## config.mk

```make
export PLATFORM = sky130hd
export DESIGN_NAME = barrel_shifter_pipe
export DESIGN_NICKNAME = d
export VERILOG_FILES = /design/src/rtl/barrel_shifter_pipe.sv
export SDC_FILE = /design/constraint.sdc
export NUM_CORES = 1
export LEC_CHECK = 0
export ABC_AREA = 1
export BUFFER_PORTS_ARGS = -buffer_cell sky130_fd_sc_hd__buf_4
export CAP_MARGIN = 20
export CORE_ASPECT_RATIO = 0.6
export CORE_MARGIN = 3
export CORE_UTILIZATION = 50
export CTS_CLUSTER_DIAMETER = 100
export CTS_CLUSTER_SIZE = 16
export DETAILED_ROUTE_END_ITERATION = 12
export PLACE_DENSITY = 0.71
export SLEW_MARGIN = 10
export SYNTH_ARGS = -nofsm -noshare
export SYNTH_HDL_FRONTEND = slang
export SYNTH_SLANG_ARGS = --single-unit
export TNS_END_PERCENT = 20
```

## constraint.sdc

```tcl
create_clock -name clk -period 3.9 [get_ports clk]
set_clock_uncertainty 0.05 [all_clocks]
set_input_delay 0.585 -clock clk [delete_from_list [all_inputs] [get_ports clk]]
set_output_delay 0.585 -clock clk [all_outputs]
set_load 0.03 [all_outputs]
```

## src/rtl/barrel_shifter_pipe.sv

```systemverilog
// barrel_shifter_pipe: pipelined barrel shifter with one log2 stage per register.
// Modes: 000 ROR, 001 ROL, 010 SRL, 011 SLL, 100 SRA, others reserved (pass-through, err=1).
// A single global stall freezes every stage whenever the output is valid but not taken.
module barrel_shifter_pipe #(
  parameter int WIDTH = 8
) (
  input  logic                       clk,
  input  logic                       rst_n,
  input  logic                       in_valid,
  output logic                       in_ready,
  input  logic [WIDTH-1:0]           in_data,
  input  logic [$clog2(WIDTH)-1:0]   in_amt,
  input  logic [2:0]                 in_mode,
  output logic                       out_valid,
  input  logic                       out_ready,
  output logic [WIDTH-1:0]           out_data,
  output logic                       out_err,
  output logic [$clog2(WIDTH):0]     occupancy
);

  localparam int SHW = $clog2(WIDTH);

  // Stage registers; index k holds the transaction after stage k has applied its 2^k step.
  logic [SHW-1:0]   vld_q;
  logic [SHW-1:0]   err_q;
  logic [WIDTH-1:0] dat_q  [SHW];
  logic [SHW-1:0]   amt_q  [SHW];
  logic [2:0]       mode_q [SHW];
  logic             fill_q [SHW];

  // Values each stage will capture on the next un-stalled edge.
  logic [SHW-1:0]   nxt_vld;
  logic [SHW-1:0]   nxt_err;
  logic [WIDTH-1:0] nxt_dat  [SHW];
  logic [SHW-1:0]   nxt_amt  [SHW];
  logic [2:0]       nxt_mode [SHW];
  logic             nxt_fill [SHW];

  logic stall;

  // One fixed-distance step of the selected operation; SRA fills with the
  // operand's original MSB, which travels alongside the data as fill.
  function automatic logic [WIDTH-1:0] shift_by(input logic [WIDTH-1:0] x,
                                                input logic [2:0]       mode,
                                                input logic             fill,
                                                input int               sh);
    logic [WIDTH-1:0] fillv;
    logic [WIDTH-1:0] y;
    fillv = {WIDTH{fill}};
    case (mode)
      3'b000:  y = (x >> sh) | (x << (WIDTH - sh));
      3'b001:  y = (x << sh) | (x >> (WIDTH - sh));
      3'b010:  y = x >> sh;
      3'b011:  y = x << sh;
      3'b100:  y = (x >> sh) | (fillv << (WIDTH - sh));
      default: y = x;
    endcase
    return y;
  endfunction

  assign stall    = vld_q[SHW-1] && !out_ready;
  assign in_ready = !stall;

  for (genvar k = 0; k < SHW; k++) begin : g_stage
    logic             cur_vld;
    logic             cur_err;
    logic             cur_fill;
    logic [WIDTH-1:0] cur_dat;
    logic [SHW-1:0]   cur_amt;
    logic [2:0]       cur_mode;

    if (k == 0) begin : g_first
      assign cur_vld  = in_valid;
      assign cur_err  = (in_mode > 3'd4);
      assign cur_fill = in_data[WIDTH-1];
      assign cur_dat  = in_data;
      assign cur_amt  = in_amt;
      assign cur_mode = in_mode;
    end else begin : g_next
      assign cur_vld  = vld_q[k-1];
      assign cur_err  = err_q[k-1];
      assign cur_fill = fill_q[k-1];
      assign cur_dat  = dat_q[k-1];
      assign cur_amt  = amt_q[k-1];
      assign cur_mode = mode_q[k-1];
    end

    assign nxt_vld[k]  = cur_vld;
    assign nxt_err[k]  = cur_err;
    assign nxt_fill[k] = cur_fill;
    assign nxt_amt[k]  = cur_amt;
    assign nxt_mode[k] = cur_mode;
    assign nxt_dat[k]  = (cur_amt[k] && !cur_err) ?
                         shift_by(cur_dat, cur_mode, cur_fill, 1 << k) : cur_dat;
  end

  // Advance the whole pipeline together unless the output is blocked; reset discards everything in flight.
  always_ff @(posedge clk or negedge rst_n) begin
    if (!rst_n) begin
      vld_q <= '0;
      err_q <= '0;
      for (int k = 0; k < SHW; k++) begin
        dat_q[k]  <= '0;
        amt_q[k]  <= '0;
        mode_q[k] <= '0;
        fill_q[k] <= 1'b0;
      end
    end else if (!stall) begin
      vld_q <= nxt_vld;
      err_q <= nxt_err;
      for (int k = 0; k < SHW; k++) begin
        dat_q[k]  <= nxt_dat[k];
        amt_q[k]  <= nxt_amt[k];
        mode_q[k] <= nxt_mode[k];
        fill_q[k] <= nxt_fill[k];
      end
    end
  end

  // Occupancy is the number of live stages, so it tracks accepts and deliveries automatically.
  always_comb begin
    occupancy = '0;
    for (int k = 0; k < SHW; k++) begin
      occupancy = occupancy + {{SHW{1'b0}}, vld_q[k]};
    end
  end

  assign out_valid = vld_q[SHW-1];
  assign out_data  = dat_q[SHW-1];
  assign out_err   = err_q[SHW-1] && vld_q[SHW-1];

endmodule
```

# After elaboration in Yosys (flattened, before gate mapping)
# Index checks and enable logic that the tools add are counted.
[totals] reg_bits=44 latch_bits=0 ramBits=0 romBits=0 inputBits=18 word_cells=54 memories=0
[op_classes] n_addsub=2 mul=0 n_div=0 order_cmp=1 eq_ne=12 n_shift=0 mux=6 n_bitwise=8 n_reduce_logical=14
[op_table] op="$pmux 8 s5" count=2
[op_table] op="$pmux 8 s4" count=1
[op_table] op="$mux 8" count=3
[op_table] op="$eq 3x2->1 const B" count=6
[op_table] op="$or 6x8->8" count=2
[op_table] op="$or 7x8->8" count=2
[op_table] op="$eq 3x1->1 const B" count=3
[op_table] op="$eq 3x3->1 const B" count=3
[op_table] op="$logic_not 3->1" count=3
[op_table] op="$or 4x8->8" count=1
[op_table] op="$or 8x1->8" count=1
[op_table] op="$or 8x2->8" count=1
[op_table] op="$or 8x4->8" count=1
[op_table] op="$logic_and 1x1->1" count=5
[op_table] op="$logic_not 1->1" count=5
[op_table] op="$add 2x1->3" count=1
[op_table] op="$gt 3x3->1 const B" count=1
[op_table] op="$add 1x1->2" count=1
[op_table] op="$reduce_or 2->1" count=1

# Logic depth before layout (Yosys ltp)
# Gate-level depths: netlist (run 1).
[logic_depth] depth_word=4 mapped_depth=8 ltp_nobuf=8

# Worst setup path before layout (run 1)
# No wires, ideal clock.
[synth_path] path_type="reg-to-output" from="register vld_q[2]" to="output occupancy[0]" arrival_ps=1277 t_required_ps=3265 slack_ps=1988 path_stages_with_launch=2 path_buffers=0 path_cell_list="dfrtp_1 > fa_1"
[synth_via] elab_chain_len=1
[synth_lines] element="start: declaration" line_no="24" source="logic [SHW-1:0] vld_q;"
[synth_lines] element="start signal: assignment" line_no="109" source="vld_q <= nxt_vld;"
[synth_lines] element="$add 2x1->3" line_no="124" source="occupancy = occupancy + {{SHW{1'b0}}, vld_q[k]};"
[synth_lines] element="end: declaration" line_no="18" source="output logic [$clog2(WIDTH):0] occupancy"
# Every way passes these cells.

# Worst setup path in the final report (run 1)
[layout_path] from="register vld_q[2]" to="output in_ready"
[layout_via] elab_chain_len=2
[layout_lines] element="$logic_and 1x1->1" line_no="61" source="assign stall = vld_q[SHW-1] && !out_ready;"
[layout_lines] element="$logic_not 1->1"
[layout_lines] element="end: declaration" line_no="10" source="output logic in_ready,"
# Every way passes these cells.

==> results.cfg, run 1 <==
[sta]
whs_ns = 0.2070
fmax_ghz = 0.4510
layout_setup_ws_ns = 1.683
fin_crit_ns = 2.217
slew_viol_final = 0
setup_viol = 0
rsz0062_at_grt = false
post-route-period-util_pct = 56.85
relSlewSlack_pct = 61.45
worstMarginPinSlew_ns = 0.5776
setup_tns_ns = 0
hold_viol_final = 0

[pwr]
p_comb_share_pct = 43.6
power_switching_uw = 817.6
clock_power_share_pct = 16.0
internal-power_mw = 1.012
cellPowerDensity_nw_per_um2 = 685.8
leakage_nw = 1.477
power_frac_seq_pct = 40.4
switching_share_pct = 44.69
vdd.ir_drop.worst_v = 0.0003189

[synth]
ys_ff_latch = 41
synth_top_area_share_pct = 44.16
mappedNetlistArea_um2 = 2323
synth.largest_area_cell = dfrtp_1
yosysWarnings = 0
syn_area_per_cell_um2 = 6.854
synth_area_leaders = dfrtp_1, nand2_1, inv_1, nand3_1, a21oi_1
yosys.cell_types.count = 22
synth-seq-area-share_pct = 44.16
syn_inst = 339
synthesis.nets = 361

[clock_tree]
clock_latency_ns = 0.29
cts-root-buf = clkbuf_8
cts_num_sinks = 41
post_cts_buffers = 0
numCtsBuffers = 5
cts_tree = built
hold_buffers = 0
cts_max_path_buffers = 2
path_clk_slew_ns = 0.08
htreeDepth = 2
cts_repair_resize_count = 0

[place]
place.gp.congestion = 0.8847
port_buffers = 31
hpwl_mm = 3.758
place_ws_ns = 1.859

[min_path]
hold_class = in -> async

[grt]
grt_overflow = 0
grt_start_max_net_pins = 63
grt_pass1_vias = 1841
antenna_found_initial = 0
grt_pass1_wl_mm = 8.956
grt_usage_pct = 20.87

[die]
ios = 33
die_y_um = 58.81
die_w_um = 94.01
core_um2 = 4279
start_util_pct = 54.30
dieArea_um2 = 5528
rows = 18

[final_layout]
n_antenna_cell = 0
drive_gt1_share_pct = 13.59
multi_input_area_um2 = 1057
final-seq-area_um2 = 1026
syn_to_final_growth_pct = 14.81
fill_cells = 413
nets = 389

[routing]
postRouteAntennaNets = 0
firstDrtPassIters = 5
wirelength_mm = 5.229
wl_per_cell_um = 12.22
vias_per_cell = 4.972
vias = 2128
route.detailed.drc = 0
first_iter_violations = 195

[worst_setup_path]
r2r_end = g_stage[1].cur_dat[5]
worst-r2r-setup-slack_ns = 2.38
reg2regPathDepth = 6
crit_slowest_cell = dfrtp_1
slowest_delay_ns = 0.44
cp.arrival_ns = 1.58
r2r-start = vld_q[2]
crit_type = reg -> out
crit_path_frequent_cell = inv_1
end_kind = output pin
path_max_fanout = 20
required_ns = 3.26
startpoint_type = flop
crit_chain = inv_1, nor2_4, inv_1, buf_4

[outcome]
status = finished, final reports clean

[job]
maxCapViolCount = 0
how the worst max path moves through the flow:
stage                          from            to  slack, ns  cells after the start
after detailed placement  out_ready      in_ready       1.86                      4
after floorplan            vld_q[2]  occupancy[0]       1.99                      1
after global placement    out_ready      in_ready       1.86                      4
final                      vld_q[2]      in_ready       1.68                      4
after global routing       vld_q[2]      in_ready       1.57                      4
after CTS                  vld_q[2]      in_ready       1.67                      4
cells in the final DEF (no fill, tap or decap):
| cell | instances |
|---|---|
| nor2_2 | 1 |
| clkinv_2 | 1 |
| o21ai_0 | 15 |
| ha_1 | 3 |
| or2_2 | 1 |
| nor2_1 | 17 |
| inv_2 | 3 |
| nand2_1 | 148 |
| clkbuf_8 | 6 |
| nor2_4 | 2 |
| dfrtp_1 | 41 |
| o21ai_2 | 1 |
| buf_4 | 32 |
| conb_1 | 1 |
| nand2_2 | 2 |
| clkinv_4 | 1 |
| a21oi_1 | 18 |
| fa_1 | 1 |
| inv_1 | 43 |
| o21ai_1 | 5 |
| nand3_1 | 25 |
| nor3_1 | 1 |
synthesized netlist by cell type:
cell type	number
nand2_1	148
nand2_2	2
or2_2	1
buf_2	6
inv_2	3
fa_1	1
conb_1	1
a21oi_1	18
ha_1	3
buf_6	2
clkbuf_1	2
buf_4	1
nor2_4	2
o21ai_0	15
o21ai_1	5
nand3_1	25
o21ai_2	1
inv_1	43
nor2_2	1
nor2_1	17
dfrtp_1	41
nor3_1	1
state kept, by name, indices dropped and copies added (netlist names):
name,cells
err_q,3
g_stage.cur_fill,2
g_stage.cur_mode,6
g_stage.cur_amt,3
vld_q,3
out_data,8
g_stage.cur_dat,16
cell families (layout without fill, tap and decap cells):
group                      Yosys count  after routing  share of synthesized area (%)
buffers and inverters               57             86                          10.34
DFF                                 41             41                          44.16
adders and majority gates            4              4                          2.477
and+or+nand+nor                    197            197                          34.30
AOI/OAI and AO/OA                   39             39                          8.562
other                                1              1                         0.1614
area by class of cell:
cell class	count	share of cell area, %
flip-flops and latches	41	38.46
clock inverters	2	0.5159
well taps	60	2.814
repair buffers	32	9.006
multi-input cells	241	39.63
clock buffers	6	3.096
inverters	46	6.473
critical path: cells and delay by family, from the launching register on:
| kind | cells | cell delay [ns] |
|---|---|---|
| AND/OR/NAND/NOR | 1 | 0.04 |
| buffers and inverters | 3 | 0.81 |
| flip-flops | 1 | 0.44 |
per-stage QoR:
| stage | utilization, % | power [mW] | std cells | cell area, um^2 |
|---|---|---|---|---|
| after global placement | 60.09 | 1.527 | 420 | 2571 |
| after detailed placement | 60.09 | 1.544 | 420 | 2571 |
| after floorplan | - | 1.302 | 339 | 2323 |
| after CTS | 62.34 | 1.838 | 428 | 2668 |
| after global routing | 62.34 | 1.987 | 428 | 2668 |
| final | 62.34 | 1.829 | 428 | 2668 |
routing by layer:
metal	track usage, %	part of all wire [%]
met4	5.556	0.75
met3	4.470	5.7
met5	0	0
met1	33.39	54
met2	28.15	40
power by group through the flow:
| stage | Clock, mW | Combinational [mW] | Sequential [mW] |
|---|---|---|---|
| 3_5_place_dp | 0 | 0.800 | 0.744 |
| 6_report | 0.293 | 0.797 | 0.740 |
| 5_1_grt | 0.318 | 0.904 | 0.764 |
| 3_3_place_gp | 0 | 0.785 | 0.743 |
| 2_1_floorplan | 0 | 0.512 | 0.789 |
| 4_1_cts | 0.297 | 0.804 | 0.737 |
Note: power is estimated with default switching activity, not from simulation.
==> inputs of run 2 (changes only) <==
--- a/config.mk
+++ b/config.mk
@@ -5,7 +5,7 @@
 export SDC_FILE = /design/constraint.sdc
 export NUM_CORES = 1
 export LEC_CHECK = 0
-export ABC_AREA = 1
+export ABC_AREA = 0
 export BUFFER_PORTS_ARGS = -buffer_cell sky130_fd_sc_hd__buf_4
 export CAP_MARGIN = 20
 export CORE_ASPECT_RATIO = 0.6
@@ -14,7 +14,7 @@
 export CTS_CLUSTER_DIAMETER = 100
 export CTS_CLUSTER_SIZE = 16
 export DETAILED_ROUTE_END_ITERATION = 12
-export PLACE_DENSITY = 0.71
+export PLACE_DENSITY = 0.74
 export SLEW_MARGIN = 10
 export SYNTH_ARGS = -nofsm -noshare
 export SYNTH_HDL_FRONTEND = slang
==> constraint.sdc (replaced) <==
create_clock -name clk -period 2 [get_ports clk]
set_clock_uncertainty 0.05 [all_clocks]
set_input_delay 0.3 -clock clk [delete_from_list [all_inputs] [get_ports clk]]
set_output_delay 0.3 -clock clk [all_outputs]
set_load 0.03 [all_outputs]
==> run 2 against run 1 <==
  * First-iteration DRC count down 37%
  * Sequential cell count unchanged
  * Clock power up 100%
  * Sequential share of layout area up 1.9 points
  * Via count down 13%
  * Worst hold slack worse by 0.048 ns
  * Count of clock-buffer cells in the layout up 1
==> results.cfg, run 2 <==
[clock_tree]
post_cts_buffers = 0
numCtsBuffers = 5
path_clk_slew_ns = 0.08
cts_num_sinks = 41
cts_repair_resize_count = 0
clock_latency_ns = 0.29
htreeDepth = 2
hold_buffers = 1
cts-root-buf = clkbuf_8
cts_tree = built
cts_max_path_buffers = 2

[place]
port_buffers = 31
hpwl_mm = 3.702
place.gp.congestion = 0.9062

[synth]
synth_top_area_share_pct = 46.64
synth.most_common_cell = nand2_1
synthFlopType = dfrtp_1
mappedNetlistArea_um2 = 2200
ys_ff_latch = 41
yosysWarnings = 0
synth_common_cells = nand2_1, dfrtp_1, o21ai_0
synthesis.nets = 251
syn_area_per_cell_um2 = 9.605
synth.largest_area_cell = dfrtp_1
synth_area_leaders = dfrtp_1, nand2_1, mux2i_1, o221a_2, a22oi_1
synth-seq-area-share_pct = 46.64
synth_edf_count = 0
yosys.cell_types.count = 39
syn_inst = 229
synthArstFlopShare_pct = 100.0

[die]
dieArea_um2 = 5257
core_um2 = 3935
rows = 17
die_y_um = 57.38
start_util_pct = 55.90
ios = 33
die_w_um = 91.63

[routing]
wirelength_mm = 5.099
first_iter_violations = 122
wl_per_cell_um = 16.19
vias = 1851
postRouteAntennaNets = 0
firstDrtPassIters = 4
route.detailed.drc = 0
vias_per_cell = 5.876

[worst_setup_path]
worst-r2r-setup-slack_ns = 0.29
reg2regPathDepth = 4
crit_path_end = occupancy[2]
startpoint_type = flop
end_kind = output pin
path_max_fanout = 4
cp.arrival_ns = 1.56
crit_type = reg -> out
required_ns = 1.65
r2r_end = g_stage[1].cur_dat[3]
startpoint = vld_q[0]
r2r-start = vld_q[2]

[grt]
grt_start_max_net_pins = 43
grt_pass1_wl_mm = 8.542
grt_overflow = 0
antenna_found_initial = 0
grt_pass1_vias = 1661
grt_usage_pct = 20.75

[outcome]
status = finished, final reports clean

[min_path]
min_from = in_amt[1]
hold_class = in -> reg

[final_layout]
drive_gt1_share_pct = 20.54
nets = 279
mostFrequentLayoutCells = nand2_1, dfrtp_1, buf_4, o21ai_0
largest_reg_flops = 16
syn_to_final_growth_pct = 15.47
fill_cells = 332
n_antenna_cell = 0
layout_commonest_cell = nand2_1

[pwr]
cellPowerDensity_nw_per_um2 = 1376
leakage_nw = 1.192
vdd.ir_drop.worst_v = 0.0008523

[sta]
rsz0062_at_grt = false
relSlewSlack_pct = 66.36
fmax_ghz = 0.5227
hold_viol_final = 0
fin_crit_ns = 1.913
setup_tns_ns = 0
setup_viol = 0
post-route-period-util_pct = 95.65
whs_ns = 0.1589
slew_viol_final = 0
worstMarginPinSlew_ns = 0.5046

[job]
maxCapViolCount = 0
-- run 2: layout make-up --
cell class | instances | area [um^2] | area share [%]
multi-input combinational | 167 | 1037 | 40.84
sequential | 41 | 1026 | 40.39
timing repair buffer | 35 | 277.8 | 10.94
clock buffer | 7 | 96.34 | 3.793
tap | 57 | 71.32 | 2.808
inverter | 7 | 26.28 | 1.034
clock inverter | 1 | 5.005 | 0.1970
-- run 2: cells by family after synthesis --
| kind of cell | count (synthesis) | share of synthesized area, % |
|---|---|---|
| fa+ha+maj | 5 | 3.072 |
| simple gates | 91 | 18.66 |
| other cells | 1 | 0.1705 |
| mux | 9 | 4.380 |
| compound gates | 61 | 20.88 |
| flops | 41 | 46.64 |
| buf+inv | 21 | 6.200 |
-- run 2: layer usage --
metal / vias up / GRT usage [%] / wire [um] / share of wire (%)
li1: 872 / - / - / -
met1: 912 / 33.64 / 2682 / 53
met3: 4 / 5.270 / 374 / 7.3
met5: - / 0 / 0 / 0
met4: 0 / 4.506 / 41 / 0.80
met2: 63 / 27.10 / 2001 / 39
-- run 2: worst max-delay path: stages (launching register included) --
cell and delay, ns:
dfrtp_1 0.43, ha_1 0.31, ha_1 0.19, ha_1 0.18, buf_4 0.17
-- run 2: where the power goes --
group	total, mW	internal [mW]	switching (mW)	leakage, nW
Combinational	1.46	0.618	0.839	0.643
Sequential	1.44	1.13	0.309	0.494
Clock	0.595	0.312	0.283	0.0542
Total	3.49	2.06	1.43	1.19
-- run 2: worst min path at each step --
stage	endpoint	depth (start not counted)	slack, ns
2_1_floorplan	err_q[0]	0	-0.05
3_3_place_gp	vld_q[1]	1	0.26
3_5_place_dp	vld_q[1]	1	0.25
4_1_cts	g_stage[1].cur_amt[1]	3	0.16
5_1_grt	g_stage[1].cur_amt[1]	3	0.16
6_report	g_stage[1].cur_amt[1]	3	0.16
-- run 2: per-stage QoR --
stage                     setup WS (ns)  utilization, %  instances  total power, mW  area, um^2
after floorplan                  0.3803               -        229            2.448        2200
after global placement           0.3222           61.72        306            2.886        2429
after detailed placement         0.2923           61.72        306            2.903        2429
after CTS                       0.06433           64.55        315            3.498        2540
after global routing            0.01588           64.55        315            3.745        2540
final                           0.08696           64.55        315            3.495        2540
==> inputs of run 3 (changes only) <==
--- a/config.mk
+++ b/config.mk
@@ -11,6 +11,7 @@
 export CORE_ASPECT_RATIO = 0.6
 export CORE_MARGIN = 3
 export CORE_UTILIZATION = 50
+export CTS_BUF_LIST = sky130_fd_sc_hd__clkbuf_4
 export CTS_CLUSTER_DIAMETER = 100
 export CTS_CLUSTER_SIZE = 16
 export DETAILED_ROUTE_END_ITERATION = 12
==> run 3 against run 2 <==
  * Worst hold slack worse by 0.054 ns
  * Count of clock-buffer cells in the layout shrank 2
  * Sequential share of layout area is 0.40 points higher
  * Combinational power up 3%
  * Sequential power hardly changed
  * Register-to-register slack lost 0.02 ns
  * Cell area fell by 0.99%
  * Highest routed layer unchanged
==> results.cfg, run 3 (synthesis results as in run 2) <==
[clock_tree]
htreeDepth = 2
clock_latency_ns = 0.34
cts_max_path_buffers = 2
numCtsBuffers = 5
path_clk_slew_ns = 0.12
cts_tree = built
cts-root-buf = clkbuf_4
cts_num_sinks = 41

[die]
die_y_um = 57.38
start_util_pct = 55.90
ios = 33
core_um2 = 3935
rows = 17
die_w_um = 91.63
dieArea_um2 = 5257

[worst_setup_path]
required_ns = 1.65
critPathTopFamily = adder cells
slowest_delay_ns = 0.42
crit_chain = ha_1, ha_1, ha_1, buf_6
crit_type = reg -> out
cp.buffers_inverters = 1
cp.arrival_ns = 1.60
path_max_fanout = 2
crit_path_frequent_cell = ha_1
crit_slowest_cell = dfrtp_1
end_kind = output pin
startpoint_type = flop

[grt]
grt_start_max_net_pins = 43
grt_pass1_wl_mm = 8.514
grt_overflow = 0
grt_pass1_vias = 1680
grt_usage_pct = 20.38
antenna_found_initial = 0

[final_layout]
syn_to_final_growth_pct = 14.33
finalInstanceArea_um2 = 2515
largest_reg_flops = 16
utilization_pct = 63.91
fill_cells = 337
final-seq-area_um2 = 1026
nets = 282
mostFrequentLayoutCells = nand2_1, dfrtp_1, buf_4, o21ai_0
n_antenna_cell = 0
drive_gt1_share_pct = 20.69
layout_commonest_cell = nand2_1
multi_input_area_um2 = 1037

[min_path]
hold_class = in -> reg

[routing]
wl_per_cell_um = 16.57
wirelength_mm = 5.269
route.detailed.drc = 0
vias = 1836
first_iter_violations = 112
postRouteAntennaNets = 0
firstDrtPassIters = 4
vias_per_cell = 5.774

[sta]
setup_viol = 0
hold_viol_final = 0
fin_crit_ns = 1.947
worstMarginPinSlew_ns = 0.5172
whs_ns = 0.1046
relSlewSlack_pct = 65.52
post-route-period-util_pct = 97.35
fmax_ghz = 0.5136
slew_viol_final = 0
layout_setup_ws_ns = 0.05303

[job]
maxCapViolCount = 0

[place]
hpwl_mm = 3.702
place_ws_ns = 0.2923
place.gp.congestion = 0.9062
port_buffers = 31
placed_cell_area_um2 = 2429

[pwr]
p_total_mw = 3.341
cellPowerDensity_nw_per_um2 = 1328
vdd.ir_drop.worst_v = 0.0008243
leakage_nw = 1.183

[outcome]
status = finished, final reports clean
[run 3: changes by cell type in the layout (fill, tap and decap cells not counted), sizes merged]
cell    previous run  this run
buf               34        37
clkinv             1         3
clkbuf             7         5
[run 3: layer usage]
| layer | track usage [%] | wire (um) | up-vias | share of wire [%] |
|---|---|---|---|---|
| li1 | - | - | 871 | - |
| met4 | 2.575 | 29 | 0 | 0.55 |
| met2 | 27.83 | 2094 | 74 | 40 |
| met5 | 0 | 0 | - | 0 |
| met3 | 5.665 | 427 | 5 | 8.1 |
| met1 | 32.47 | 2718 | 886 | 52 |
[run 3: final timing paths]
check	cells after the start	slack, ns	from	to
max in group asynchronous	2	1.13	rst_n	g_stage[1].cur_dat[4]
min reg2reg	2	0.43	g_stage[2].cur_amt[2]	g_stage[2].cur_amt[2]
max	4	0.05	vld_q[0]	occupancy[2]
min	3	0.10	in_amt[1]	g_stage[1].cur_amt[1]
min in group asynchronous	2	0.40	rst_n	out_data[2]
max reg2reg	4	0.27	vld_q[2]	g_stage[1].cur_dat[3]
[run 3: repair_timing]
item,4_1_cts,5_1_grt
endpoints found under the hold margin,41,0
hold buffers,1,0
resized for setup,0,1
setup endpoints to repair,1,1
buffers inserted,1,2
[run 3: stage by stage]
stage	cells	TNS (ns)
2_1_floorplan	229	0
3_3_place_gp	306	0
3_5_place_dp	306	0
4_1_cts	316	0
5_1_grt	318	-0.03261
6_report	318	0
[run 3: cell type report]
cell class / count / share of cell area, %
clock inverters: 3 / 0.4975
clock buffers: 5 / 1.493
inverters: 7 / 1.045
flip-flops and latches: 41 / 40.80
repair buffers: 38 / 12.09
well taps: 57 / 2.836
multi-input cells: 167 / 41.24
[run 3: tightest hold or removal path, stage by stage]
cell     delay (ns)
buf_4          0.08
nand2_1        0.04
nand2_1        0.06
[run 3: power breakdown]
group | switching, mW | internal (mW)
Clock | 0.270 | 0.128
Sequential | 0.306 | 1.13
Combinational | 0.860 | 0.646
